==> config.mk <==
export PLATFORM = sky130hd
export DESIGN_NAME = sar_scan_sequencer_flat
export DESIGN_NICKNAME = d
export VERILOG_FILES = /design/src/rtl/sar_scan_sequencer_if.sv /design/src/rtl/sar_scan_sequencer.sv /design/src/flat_wrapper.sv
export SDC_FILE = /design/constraint.sdc
export NUM_CORES = 1
export LEC_CHECK = 0
export ABC_AREA = 1
export BUFFER_PORTS_ARGS = -buffer_cell sky130_fd_sc_hd__clkbuf_2
export CAP_MARGIN = 20
export CORE_ASPECT_RATIO = 2
export CORE_MARGIN = 2
export CORE_UTILIZATION = 62
export CTS_CLUSTER_SIZE = 24
export DETAILED_ROUTE_END_ITERATION = 12
export PLACE_DENSITY = 0.91
export REMOVE_ABC_BUFFERS = 1
export SLEW_MARGIN = 30
export SYNTH_ARGS = -nofsm -noshare
export SYNTH_HDL_FRONTEND = slang
export SYNTH_SLANG_ARGS = --single-unit
==> constraint.sdc <==
create_clock -name clk -period 5.8 [get_ports clk]
set_input_delay 0.29 -clock clk [delete_from_list [all_inputs] [get_ports clk]]
set_output_delay 0.29 -clock clk [all_outputs]
set_load 0.05 [all_outputs]
==> src/rtl/sar_scan_sequencer_if.sv <==
// ADC-side handshake between the scan sequencer (master) and the SAR controller (slave).
// Carries the mux select, the conversion start pulse and the returned result.
`timescale 1ns/1ps
interface sar_scan_sequencer_if #(
  parameter int CHW   = 2,
  parameter int WIDTH = 8
);
  logic             adc_go;
  logic             adc_valid;
  logic [WIDTH-1:0] adc_result;
  logic [CHW-1:0]   ch_sel;

  modport master (output adc_go, output ch_sel, input adc_valid, input adc_result);
  modport slave  (input adc_go, input ch_sel, output adc_valid, output adc_result);
endinterface

==> src/rtl/sar_scan_sequencer.sv <==
// Round-robin scan scheduler sharing one SAR ADC controller across NCH muxed inputs.
// Optional window comparator with sticky per-channel alarm when WINDOW_CMP_EN is defined.
`timescale 1ns/1ps
module sar_scan_sequencer #(
  parameter int NCH     = 4,
  parameter int CHW     = 2,
  parameter int WIDTH   = 8,
  parameter int SETTLE  = 3,
  parameter int TIMEOUT = 64
) (
  input  logic                 clk,
  input  logic                 rst,
  input  logic                 en,
  input  logic                 start,
  input  logic                 mode,
  input  logic [NCH-1:0]       ch_mask,
  sar_scan_sequencer_if.master adc,
  output logic                 busy,
  output logic                 done,
  output logic [NCH-1:0]       new_flags,
  input  logic [NCH-1:0]       clr_flags,
  output logic                 timeout_err,
  input  logic [CHW-1:0]       rd_ch,
  output logic [WIDTH-1:0]     rd_data
`ifdef WINDOW_CMP_EN
  ,
  input  logic [WIDTH-1:0]     win_lo,
  input  logic [WIDTH-1:0]     win_hi,
  output logic [NCH-1:0]       alarm
`endif
);

  localparam int CNT_MAX = (TIMEOUT > SETTLE) ? TIMEOUT : SETTLE;
  localparam int CW      = $clog2(CNT_MAX + 1);

  typedef enum logic [2:0] {S_IDLE, S_SETTLE, S_GO, S_WAIT, S_NEXT} state_t;

  state_t           state_q, state_d;
  logic [NCH-1:0]   mask_q, mask_d;
  logic [NCH-1:0]   new_flags_q, new_flags_d;
  logic [CHW-1:0]   ch_sel_q, ch_sel_d;
  logic [CW-1:0]    cnt_q, cnt_d;
  logic             valid_q, valid_d;
  logic             timeout_err_q, timeout_err_d;
  logic [WIDTH-1:0] res_q [NCH];
  logic [WIDTH-1:0] res_d [NCH];

  logic             store;
  logic [NCH-1:0]   ch_onehot;
  logic [CHW-1:0]   start_ch, first_ch, higher_ch;
  logic             higher_found;

  // Descending scan so the last hit is the lowest qualifying index.
  always_comb begin
    start_ch     = '0;
    first_ch     = '0;
    higher_ch    = '0;
    higher_found = 1'b0;
    for (int i = NCH - 1; i >= 0; i--) begin
      if (ch_mask[i]) start_ch = CHW'(i);
      if (mask_q[i])  first_ch = CHW'(i);
      if (mask_q[i] && (CHW'(i) > ch_sel_q)) begin
        higher_ch    = CHW'(i);
        higher_found = 1'b1;
      end
    end
  end

  always_comb begin
    state_d       = state_q;
    mask_d        = mask_q;
    ch_sel_d      = ch_sel_q;
    cnt_d         = cnt_q;
    timeout_err_d = timeout_err_q;
    store         = 1'b0;
    done          = 1'b0;
    case (state_q)
      S_IDLE: begin
        if (start && en && (|ch_mask)) begin
          mask_d        = ch_mask;
          timeout_err_d = 1'b0;
          ch_sel_d      = start_ch;
          cnt_d         = CW'(SETTLE - 1);
          state_d       = S_SETTLE;
        end
      end
      S_SETTLE: begin
        if (cnt_q == '0) state_d = S_GO;
        else             cnt_d   = cnt_q - 1'b1;
      end
      S_GO: begin
        cnt_d   = '0;
        state_d = S_WAIT;
      end
      // Only a rising valid is accepted; a level left from the previous conversion is stale.
      S_WAIT: begin
        if (adc.adc_valid && !valid_q) begin
          store   = 1'b1;
          state_d = S_NEXT;
        end else if (cnt_q == CW'(TIMEOUT - 1)) begin
          timeout_err_d = 1'b1;
          state_d       = S_NEXT;
        end else begin
          cnt_d = cnt_q + 1'b1;
        end
      end
      S_NEXT: begin
        if (!en) begin
          state_d = S_IDLE;
        end else if (higher_found) begin
          ch_sel_d = higher_ch;
          cnt_d    = CW'(SETTLE - 1);
          state_d  = S_SETTLE;
        end else begin
          done = 1'b1;
          if (mode) begin
            ch_sel_d = first_ch;
            cnt_d    = CW'(SETTLE - 1);
            state_d  = S_SETTLE;
          end else begin
            state_d = S_IDLE;
          end
        end
      end
      default: state_d = S_IDLE;
    endcase
  end

  assign ch_onehot = NCH'(1) << ch_sel_q;
  assign valid_d   = adc.adc_valid;

  // A fresh store beats a same-cycle write-1-to-clear.
  assign new_flags_d = (new_flags_q & ~clr_flags) | (store ? ch_onehot : '0);

  always_comb begin
    res_d = res_q;
    if (store) res_d[ch_sel_q] = adc.adc_result;
  end

  always_ff @(posedge clk or negedge rst) begin
    if (!rst) begin
      state_q       <= S_IDLE;
      mask_q        <= '0;
      new_flags_q   <= '0;
      ch_sel_q      <= '0;
      cnt_q         <= '0;
      valid_q       <= 1'b0;
      timeout_err_q <= 1'b0;
      for (int i = 0; i < NCH; i++) res_q[i] <= '0;
    end else begin
      state_q       <= state_d;
      mask_q        <= mask_d;
      new_flags_q   <= new_flags_d;
      ch_sel_q      <= ch_sel_d;
      cnt_q         <= cnt_d;
      valid_q       <= valid_d;
      timeout_err_q <= timeout_err_d;
      res_q         <= res_d;
    end
  end

  assign adc.adc_go   = (state_q == S_GO);
  assign adc.ch_sel   = ch_sel_q;
  assign busy         = (state_q != S_IDLE);
  assign new_flags    = new_flags_q;
  assign timeout_err  = timeout_err_q;
  assign rd_data      = (int'(rd_ch) < NCH) ? res_q[rd_ch] : '0;

`ifdef WINDOW_CMP_EN
  logic [NCH-1:0] alarm_q, alarm_d;
  logic           out_of_window;

  assign out_of_window = (adc.adc_result < win_lo) || (adc.adc_result > win_hi);
  assign alarm_d       = (alarm_q & ~clr_flags) | ((store && out_of_window) ? ch_onehot : '0);

  always_ff @(posedge clk or negedge rst) begin
    if (!rst) alarm_q <= '0;
    else      alarm_q <= alarm_d;
  end

  assign alarm = alarm_q;
`endif

endmodule

==> src/flat_wrapper.sv <==
// flat-port wrapper written by rule: the top's interface ports become plain ports
module sar_scan_sequencer_flat 
#(
  parameter int NCH     = 4,
  parameter int CHW     = 2,
  parameter int WIDTH   = 8,
  parameter int SETTLE  = 3,
  parameter int TIMEOUT = 64
)
  (clk, rst, en, start, mode, ch_mask, busy, done, new_flags, clr_flags, timeout_err, rd_ch, rd_data, adc_adc_go, adc_ch_sel, adc_adc_valid, adc_adc_result);
  sar_scan_sequencer_if #(.CHW(CHW), .WIDTH(WIDTH)) adc_i ();
  input  logic clk;
  input  logic rst;
  input  logic en;
  input  logic start;
  input  logic mode;
  input  logic [NCH-1:0] ch_mask;
  output logic busy;
  output logic done;
  output logic [NCH-1:0] new_flags;
  input  logic [NCH-1:0] clr_flags;
  output logic timeout_err;
  input  logic [CHW-1:0] rd_ch;
  output logic [WIDTH-1:0] rd_data;
  output wire logic [$bits(adc_i.adc_go)-1:0] adc_adc_go;
  output wire logic [$bits(adc_i.ch_sel)-1:0] adc_ch_sel;
  input wire logic [$bits(adc_i.adc_valid)-1:0] adc_adc_valid;
  input wire logic [$bits(adc_i.adc_result)-1:0] adc_adc_result;
  assign adc_adc_go = adc_i.adc_go;
  assign adc_ch_sel = adc_i.ch_sel;
  assign adc_i.adc_valid = adc_adc_valid;
  assign adc_i.adc_result = adc_adc_result;
  sar_scan_sequencer #(.NCH(NCH), .CHW(CHW), .WIDTH(WIDTH), .SETTLE(SETTLE), .TIMEOUT(TIMEOUT)) u_core (.clk(clk), .rst(rst), .en(en), .start(start), .mode(mode), .ch_mask(ch_mask), .adc(adc_i), .busy(busy), .done(done), .new_flags(new_flags), .clr_flags(clr_flags), .timeout_err(timeout_err), .rd_ch(rd_ch), .rd_data(rd_data));
endmodule
==> results.txt, run 1 <==
----------------------------------------------------
[Run status]
  Run status ... completed

[STA]
  Slew @ Worst Pin ... ~0.67 ns
  Layout Skew ... between 0.004 and 0.005 ns
  Max Transition Viols Final ... 0
  Total negative setup slack ... 0 ns
  Slew margin rel. ... ~56%
  Endpoints failing hold ... 0
  Final Setup Violations ... 0
  Setup repair after global routing missed its margin ... no
  Period minus WS final ... around 2.0 ns
  Worst-case hold slack ... approximately 0.094 ns
  Maximum clock frequency ... approximately 490 MHz
  Minimum setup slack in the final design ... around 3.8 ns
  Crit share post-route ... around a third

[Clocking]
  Post_cts resized ... 0
  TritonCTS clock tree ... built
  Post-CTS Hold Buffers ... 0
  Clock slew at reported path FFs ... 0.10 ns
  H-Tree Depth ... 2
  Total clock sinks ... 54
  Clock latency at the later pin of the worst-skew pair ... just over 0.3 ns
  Post-CTS Setup Bufs ... 0
  Number of CTS-inserted buffers ... 5
  Longest Clk Path Bufs ... 2
  Clock Root Buffer ... clkbuf_8

[Worst setup path]
  Category of the most critical setup path ... reg2reg
  Critical R2R Launch ... u_core.state_q[2]
  Arr. time, crit path ... approximately 2.3 ns
  Most common cell type on the critical path ... nand2_1
  Setup slack on the worst flop-to-flop path ... 3.77 ns
  CP peak stage delay ... around 0.48 ns
  Critical path buffer and inverter count ... 2
  Reg2Reg Capture Point ... u_core.cnt_q[6]
  Maximum net fanout on the critical path ... 8
  CP Launch Type ... flop
  Required time of the critical path ... between 6 and 7 ns
  Nature of the critical path endpoint ... flop
  Kind of cell adding the most delay to the critical path ... simple AND/OR/NAND/NOR gates
  Critical-path cell list ... nor2_4, inv_4, ha_1, nand2_1, inv_1, o21ai_0, nand2_1, nor2_1, nand2_1, nand2_1, nand2_1, nand2_1
  Cell count of the worst reg-to-reg path ... 12
  CP startpoint ... u_core.state_q[2]
  Critical Path Slowest Stage Cell ... dfrtp_1

[Detailed routing]
  1st-iter DRT viols ... 99
  DRT antenna net count ... 0
  DRC viols ... 0
  Per-cell routed wire length ... 13.9 um
  Vias per inst ... roughly 5.6
  Vias after detailed routing ... 2,668
  Number of iterations in the first detailed-routing pass ... 4
  Drt total wl ... around 6600 um

[Global route]
  Number of global-route vias before repair ... between 2,000 and 3,000
  Initial antenna violation count ... 0
  Global-route wire length before repair ... approximately 11,000 um
  Total gr overflow ... 0
  Largest net degree at the start of global routing ... 55
  Total routing usage reported by global routing ... a little over a quarter

[Synthesis]
  Register bit count reported by yosys ... 54
  Cells after synthesis ... ~380
  Unique cell type count in the Yosys netlist ... 29
  Post-synthesis instance area ... between 2000 and 3000 um2
  Mean area per synthesized cell ... a little under 8 um2
  Yosys warnings ... 0
  Sequential-to-total area share from yosys stat ... between 40 and 50%

[Floorplan]
  I/O pin total ... 42
  Die extent in y ... between 100 and 150 um
  Number of core rows ... 35
  Floorplan die area ... approximately 5400 um2
  Core area ... roughly 4600 um2
  Effective utilization at floorplan ... approximately 65%
  Chip width ... 53.0 um

[Final layout]
  Filler-free cell count of the finished design ... roughly 470
  Layout cell share with drive strength beyond 1 ... roughly a fifth
  Area overhead of the layout relative to synthesis ... 11.2%
  Number of diodes ... 0
  Filler instances ... approximately 380
  Number of nets in the finished design ... between 400 and 500

[Power and ir drop]
  Maximum ir drop on the vdd rail ... between 0.0004 and 0.0005 V
  Power density over the cells ... about 570 nW/um2
  Leak pwr ... roughly 0.0018 uW

[Placed design]
  Dpl ws ... 3.79 ns
  Number of placed instances with taps included ... between 400 and 500
  Post-detail-place hpwl ... 4780 um
  Routability Congestion ... between 0.9 and 1
  Buffers added on ports ... 41

[Worst hold path]
  Type of the most critical hold path ... in2async

[Job]
  Number of max-cap violations ... 0

----------------------------------------------------
-- state kept, by name (all words and copies together) (netlist names) --
register / count
u_core.new_flags: 4
u_core.res_q: 32
u_core.timeout_err: 1
u_core.adc.ch_sel: 2
u_core.valid_q: 1
u_core.cnt_q: 7
u_core.mask_q: 4
u_core.state_q: 3
-- logic make-up after synthesis --
| kind of cell | share of synthesized area, % |
|---|---|
| flip-flops | 45.4 |
| AO/OA/AOI/OAI | 16.4 |
| XOR/XNOR | 0.883 |
| AND/OR/NAND/NOR | 26.6 |
| adder cells (fa/ha/maj) | 2.78 |
| buffers and inverters | 7.95 |
-- layout by cell type, fill, tap and decap left out, types with 5 or more instances in the layout --
master    instances
nand3_1          16
dfrtp_1          54
nor2_1           45
o21ai_1           6
o21ai_2          18
clkbuf_8          5
nand2_1          99
inv_1            44
ha_1              5
clkbuf_2         41
o21ai_0          39
a21oi_1           8
o22ai_1           9
-- final cells by class --
class	instances	area [um2]	share of cell area [%]
clock buffer	6	72.6	2.19
sequential	54	1350	40.8
multi-input combinational	268	1390	41.9
timing repair buffer	42	213	6.43
clock inverter	2	37.5	1.13
inverter	47	179	5.41
tap	55	68.8	2.08
-- cells in the mapped netlist --
cell type	n	area, um2
fa_1	1	20.0
nor3_1	3	15.0
nor2_8	1	20.0
o21ai_2	18	158
inv_1	44	165
a21oi_1	8	40.0
dfrtp_1	54	1350
nand2_1	99	372
nand4_1	2	12.5
nand3_4	3	52.6
o21ai_0	39	195
nand3_2	1	10.0
ha_1	5	62.6
nand2_4	1	11.3
inv_4	1	6.26
inv_2	2	7.51
o2111ai_1	1	8.76
nor2_1	45	169
clkbuf_1	2	7.51
xor2_1	3	26.3
o21ai_1	6	30.0
nand3_1	16	80.1
nor2_2	1	6.26
o22ai_1	9	56.3
buf_6	4	45.0
buf_2	1	5.00
nor2_4	1	11.3
or2_2	2	12.5
nand2_2	3	18.8
-- power breakdown --
group          switching, uW  leakage, uW  total [uW]  internal (uW)
sequential               139     0.000700         687            547
combinational            625      0.00101         953            328
clock                    125    0.0000514         254            129
total                    889      0.00176        1890           1000
-- layer usage --
layer / global-route usage, % / up-vias / share of wire (%)
li1: - / 1300 / -
met1: 30.3 / 1272 / 38
met2: 48.2 / 78 / 55
met3: 3.65 / 18 / 3.9
met4: 14.2 / 0 / 2.8
met5: 0 / - / 0
-- worst max path at each step --
stage	to	slack [ns]	depth (start not counted)
6_report	u_core.cnt_q[6]	3.77	12
5_1_grt	u_core.cnt_q[6]	3.54	12
2_1_floorplan	done	3.61	6
3_3_place_gp	u_core.cnt_q[4]	3.91	10
3_5_place_dp	u_core.cnt_q[6]	3.79	11
4_1_cts	u_core.cnt_q[6]	3.77	12
-- per-stage QoR --
step           utilization [%]  cell area, um2  power, uW
3_3_place_gp              69.6            3200       1580
6_report                  72.0            3310       1890
2_1_floorplan                -            2920       1410
5_1_grt                   72.0            3310       2050
4_1_cts                   72.0            3310       1890
3_5_place_dp              69.6            3200       1630
No activity file was read; power rests on OpenSTA's default activity.
==> run 2, diff against run 1 <==
Settings changed: CORE_UTILIZATION 62 to 52, PLACE_DENSITY 0.91 to 0.82.
Clock period 5.8 ns to 1.8 ns, I/O delays scaled along.
==> results.txt, run 2 (synthesis results as in run 1) <==
----------------------------------------------------
[Run status]
  Run status ... completed

[STA]
  Slew margin rel. ... roughly 82%
  Layout Skew ... approximately 0.0035 ns
  Slew @ Worst Pin ... 0.274 ns
  Endpoints failing hold ... 0
  Worst-case hold slack ... around 0.057 ns
  Total negative setup slack ... 0 ns
  Setup repair after global routing missed its margin ... yes
  Final Setup Violations ... 0
  Max Transition Viols Final ... 0
  Maximum clock frequency ... ~580 MHz
  Crit share post-route ... a little over nine tenths
  Period minus WS final ... approximately 1.7 ns

[Final layout]
  Area overhead of the layout relative to synthesis ... 21.2%
  Layout cell share with drive strength beyond 1 ... between 20 and 25%
  Filler-free cell count of the finished design ... 500
  Register containing the most flip-flops in the final layout ... u_core.res_q
  Registers with the most flip-flops ... u_core.res_q (32), u_core.cnt_q (7)
  Final core occ ... 64.3%
  Number of diodes ... 0
  Number of nets in the finished design ... between 400 and 500
  Largest register FFs ... 32
  Cell area after layout ... 3610 um2
  Highest-count cells in the layout ignoring fill and taps ... 99 x nand2_1, 53 x dfrtp_1, 43 x nor2_1, 43 x inv_1, 39 x clkbuf_2
  Most common cell after layout, fill and taps aside ... nand2_1

[Clocking]
  Clock slew at reported path FFs ... around 0.07 ns
  Number of CTS-inserted buffers ... 5
  Clock latency at the later pin of the worst-skew pair ... just under 0.3 ns
  H-Tree Depth ... 2
  Longest Clk Path Bufs ... 2
  TritonCTS clock tree ... built
  Total clock sinks ... 54
  Clock Root Buffer ... clkbuf_16

[Floorplan]
  I/O pin total ... 42
  Effective utilization at floorplan ... 53.0%
  Floorplan die area ... around 6400 um2
  Number of core rows ... 39
  Chip width ... 57.5 um
  Die extent in y ... between 100 and 150 um
  Core area ... 5610 um2

[Detailed routing]
  Vias after detailed routing ... around 2,700
  DRC viols ... 0
  1st-iter DRT viols ... between 100 and 150
  DRT antenna net count ... 0
  Number of iterations in the first detailed-routing pass ... 4
  Drt total wl ... 6650 um
  Per-cell routed wire length ... 13.3 um
  Vias per inst ... 5.32

[Global route]
  Met1 track demand over resource ... ~28%
  Largest net degree at the start of global routing ... 48
  Total gr overflow ... 0
  Most used routing layer ... met2
  Total routing usage reported by global routing ... between 20% and 30%
  Initial antenna violation count ... 0
  Number of global-route vias before repair ... 2,459
  Global-route wire length before repair ... 10,800 um
  Met3 global-route usage ... under 10%
  Grt met2 use ... between 30% and 40%

[Worst setup path]
  Required time of the critical path ... 1.99 ns
  Nature of the critical path endpoint ... flop
  CP Launch Type ... flop
  Maximum net fanout on the critical path ... 8
  Category of the most critical setup path ... reg2reg
  Arr. time, crit path ... 1.91 ns

[Power and ir drop]
  Power density over the cells ... ~1900 nW/um2
  Maximum ir drop on the vdd rail ... 0.00163 V
  Leak pwr ... about 0.0019 uW

[Placed design]
  Number of placed instances with taps included ... between 400 and 500
  Post-detail-place hpwl ... around 4600 um
  Buffers added on ports ... between 40 and 50
  Area after detailed placement ... about 3300 um2
  Routability Congestion ... about 0.85

[Job]
  Number of max-cap violations ... 0

[Worst hold path]
  Type of the most critical hold path ... in2reg

----------------------------------------------------
run 2: worst max-delay path, cell delays in order, from the launching register on:
cell     delay, ns
dfrtp_1       0.36
nand2_2       0.08
nor2_4        0.15
inv_6         0.09
ha_4          0.29
nand2_1       0.08
or2_2         0.31
nand3_1       0.07
nand2_1       0.06
nand3_1       0.06
nand2_1       0.06
run 2: stage by stage:
stage	setup WS, ns	power (uW)
detailed placement	0.0280	5420
CTS	0.0240	6410
finish	0.0780	6700
floorplan	-0.193	4550
global route	-0.0418	7250
global placement	0.0834	5300
run 2: final timing paths:
path                                   startpoint                    to  slack [ns]  cells after the start
min in group asynchronous                     rst       u_core.res_q[1]        0.18                      2
worst min register to register   u_core.res_q[20]      u_core.res_q[20]        0.48                      2
worst min-delay path                   ch_mask[1]      u_core.mask_q[1]        0.06                      3
max in group asynchronous                     rst  u_core.adc.ch_sel[0]        1.09                      3
worst max register to register  u_core.state_q[0]       u_core.cnt_q[5]        0.08                     10
worst max-delay path            u_core.state_q[0]       u_core.cnt_q[5]        0.08                     10
run 2: final cells by class:
cell class | instances | area [um2]
multi-input cells | 268 | 1460
clock buffers | 5 | 125
well taps | 61 | 76.3
clock inverters | 2 | 13.8
repair buffers | 63 | 400
inverters | 47 | 181
flip-flops and latches | 54 | 1350
fillers | 487 | 2000
run 2: power by group:
group / switching [uW] / total, uW / internal (uW)
sequential: 412 / 2180 / 1770
clock: 441 / 953 / 511
combinational: 2180 / 3570 / 1390
run 2: per-layer routing:
metal / wire length (um) / part of all wire (%)
met2: 3310 / 50
met5: 0 / 0
met1: 2860 / 43
met3: 316 / 4.7
met4: 176 / 2.6
run 2: repair_timing:
item                                   4_1_cts  5_1_grt
gates resized for setup                      2       16
setup buffers                                0        1
endpoints found under the hold margin       59        0
setup endpoints to repair                    2       10
hold buffers                                 6        0
pin swaps                                    0        2
==> run 3, diff against run 2 <==
Settings changed: SETUP_SLACK_MARGIN from default to 0.1.
==> results.txt, run 3 (synthesis results as in run 1) <==
----------------------------------------------------
[Placed design]
  Post-detail-place hpwl ... ~4600 um
  Routability Congestion ... ~0.85
  Buffers added on ports ... slightly above 40
  Number of placed instances with taps included ... roughly 490
  Dpl ws ... between 0.02 and 0.03 ns

[Floorplan]
  Chip width ... between 50 and 60 um
  Effective utilization at floorplan ... a little over half
  Core area ... 5610 um2
  Die extent in y ... about 110 um
  Floorplan die area ... roughly 6400 um2
  I/O pin total ... 42
  Number of core rows ... 39

[STA]
  Maximum clock frequency ... around 560 MHz
  Crit share post-route ... approximately 99%
  Setup repair after global routing missed its margin ... yes
  Worst-case hold slack ... about 0.057 ns
  Endpoints failing hold ... 0
  Layout Skew ... 0.00446 ns
  Minimum setup slack in the final design ... about 0.015 ns
  Slew margin rel. ... 78.9%
  Period minus WS final ... 1.79 ns
  Slew @ Worst Pin ... around 0.32 ns
  Final Setup Violations ... 0
  Max Transition Viols Final ... 0

[Global route]
  Global-route wire length before repair ... ~11,000 um
  Total gr overflow ... 0
  Initial antenna violation count ... 0
  Total routing usage reported by global routing ... 21.9%
  Number of global-route vias before repair ... approximately 2,500
  Largest net degree at the start of global routing ... 48

[Clocking]
  H-Tree Depth ... 2
  Clock slew at reported path FFs ... ~0.070 ns
  Clock latency at the later pin of the worst-skew pair ... roughly 0.30 ns
  Longest Clk Path Bufs ... 2
  Total clock sinks ... between 50 and 60
  Number of CTS-inserted buffers ... 5
  Clock Root Buffer ... clkbuf_16
  TritonCTS clock tree ... built

[Worst setup path]
  Arr. time, crit path ... 1.97 ns
  Maximum net fanout on the critical path ... 8
  CP Launch Type ... flop
  Nature of the critical path endpoint ... flop
  Required time of the critical path ... 1.98 ns
  Category of the most critical setup path ... reg2reg

[Final layout]
  Filler instances ... approximately 460
  Highest-count cells in the layout ignoring fill and taps ... 89 x nand2_1, 53 x dfrtp_1, 41 x inv_1
  Largest register FFs ... 32
  Number of diodes ... 0
  Registers with the most flip-flops ... u_core.res_q (32), u_core.cnt_q (7)
  Filler-free cell count of the finished design ... 506
  Number of nets in the finished design ... about 480
  Register containing the most flip-flops in the final layout ... u_core.res_q
  Layout cell share with drive strength beyond 1 ... between 20 and 30%
  Most common cell after layout, fill and taps aside ... nand2_1
  Area overhead of the layout relative to synthesis ... 25.6%

[Worst hold path]
  Type of the most critical hold path ... in2reg

[Power and ir drop]
  Psw ... approximately 3300 uW
  Internal power ... around 3900 uW
  Maximum ir drop on the vdd rail ... roughly 0.0018 V
  Total power ... a little over 7000 uW
  Power density over the cells ... ~1900 nW/um2
  Switching portion of total power ... approximately 46%
  Leak pwr ... a little under 0.002 uW
  Relative contribution of combinational cells to total power ... 56.2%
  Share of power burned in the clock network ... about an eighth
  Sequential Power Share ... a little under a third

[Detailed routing]
  Vias per inst ... about 5.4
  1st-iter DRT viols ... around 170
  Per-cell routed wire length ... 14.4 um
  Drt total wl ... roughly 7300 um
  Number of iterations in the first detailed-routing pass ... 4
  Vias after detailed routing ... between 2,000 and 3,000
  DRT antenna net count ... 0
  DRC viols ... 0

[Job]
  Number of max-cap violations ... 0

[Run status]
  Run status ... completed

----------------------------------------------------
## run 3: final cells by class
class                           instances  area, um2  area share (%)
Clock inverter                          2       13.8           0.368
Timing Repair Buffer                   68        440            11.8
Multi-Input combinational cell        269       1550            41.4
Clock buffer                            5        125            3.35
Inverter                               47        181            4.85
Tap cell                               61       76.3            2.04
Sequential cell                        54       1350            36.2
## run 3: per-layer routing
metal / share of wire [%] / track usage [%]
met1: 41 / 28.5
met2: 52 / 36.1
met5: 0 / 0
met4: 2.9 / 8.06
met3: 4.5 / 3.38
## run 3: critical path, stage by stage (launching register included)
cell,delay (ns)
dfrtp_1,0.41
nor2_4,0.15
clkinv_4,0.14
ha_4,0.25
buf_4,0.14
a21oi_1,0.29
nand4_1,0.14
nand3_1,0.09
nand2_1,0.06
## run 3: stage by stage
step	TNS, ns	utilization (%)	cell area, um2
CTS	0	64.1	3600
finish	0	66.6	3740
detailed placement	0	59.2	3320
global route	-0.184	66.6	3740
floorplan	-0.222	-	2920
global placement	0	59.2	3320
## run 3: timing repair
item	CTS	global route
setup buffers	1	5
pin swaps	3	21
cloned	0	1
hold buffers	6	0
endpoints found under the setup margin	10	14
gates resized for setup	13	34
hold endpoints to repair	59	0
## run 3: worst paths after layout
check | from | to | slack [ns] | depth (start not counted)
hold / removal | ch_mask[1] | u_core.mask_q[1] | 0.06 | 3
max in group asynchronous | rst | u_core.adc.ch_sel[0] | 1.06 | 3
hold reg to reg | u_core.res_q[20] | u_core.res_q[20] | 0.48 | 2
setup reg to reg | u_core.state_q[2] | u_core.cnt_q[5] | 0.01 | 8
setup / recovery | u_core.state_q[2] | u_core.cnt_q[5] | 0.01 | 8
min in group asynchronous | rst | u_core.res_q[31] | 0.20 | 2
## run 3: power by group through the flow
stage | combinational (uW) | clock (uW) | sequential, uW
2_1_floorplan | 2320 | 0 | 2230
3_3_place_gp | 3150 | 0 | 2150
3_5_place_dp | 3240 | 0 | 2170
4_1_cts | 3490 | 960 | 2170
5_1_grt | 4460 | 1010 | 2270
6_report | 4040 | 947 | 2200
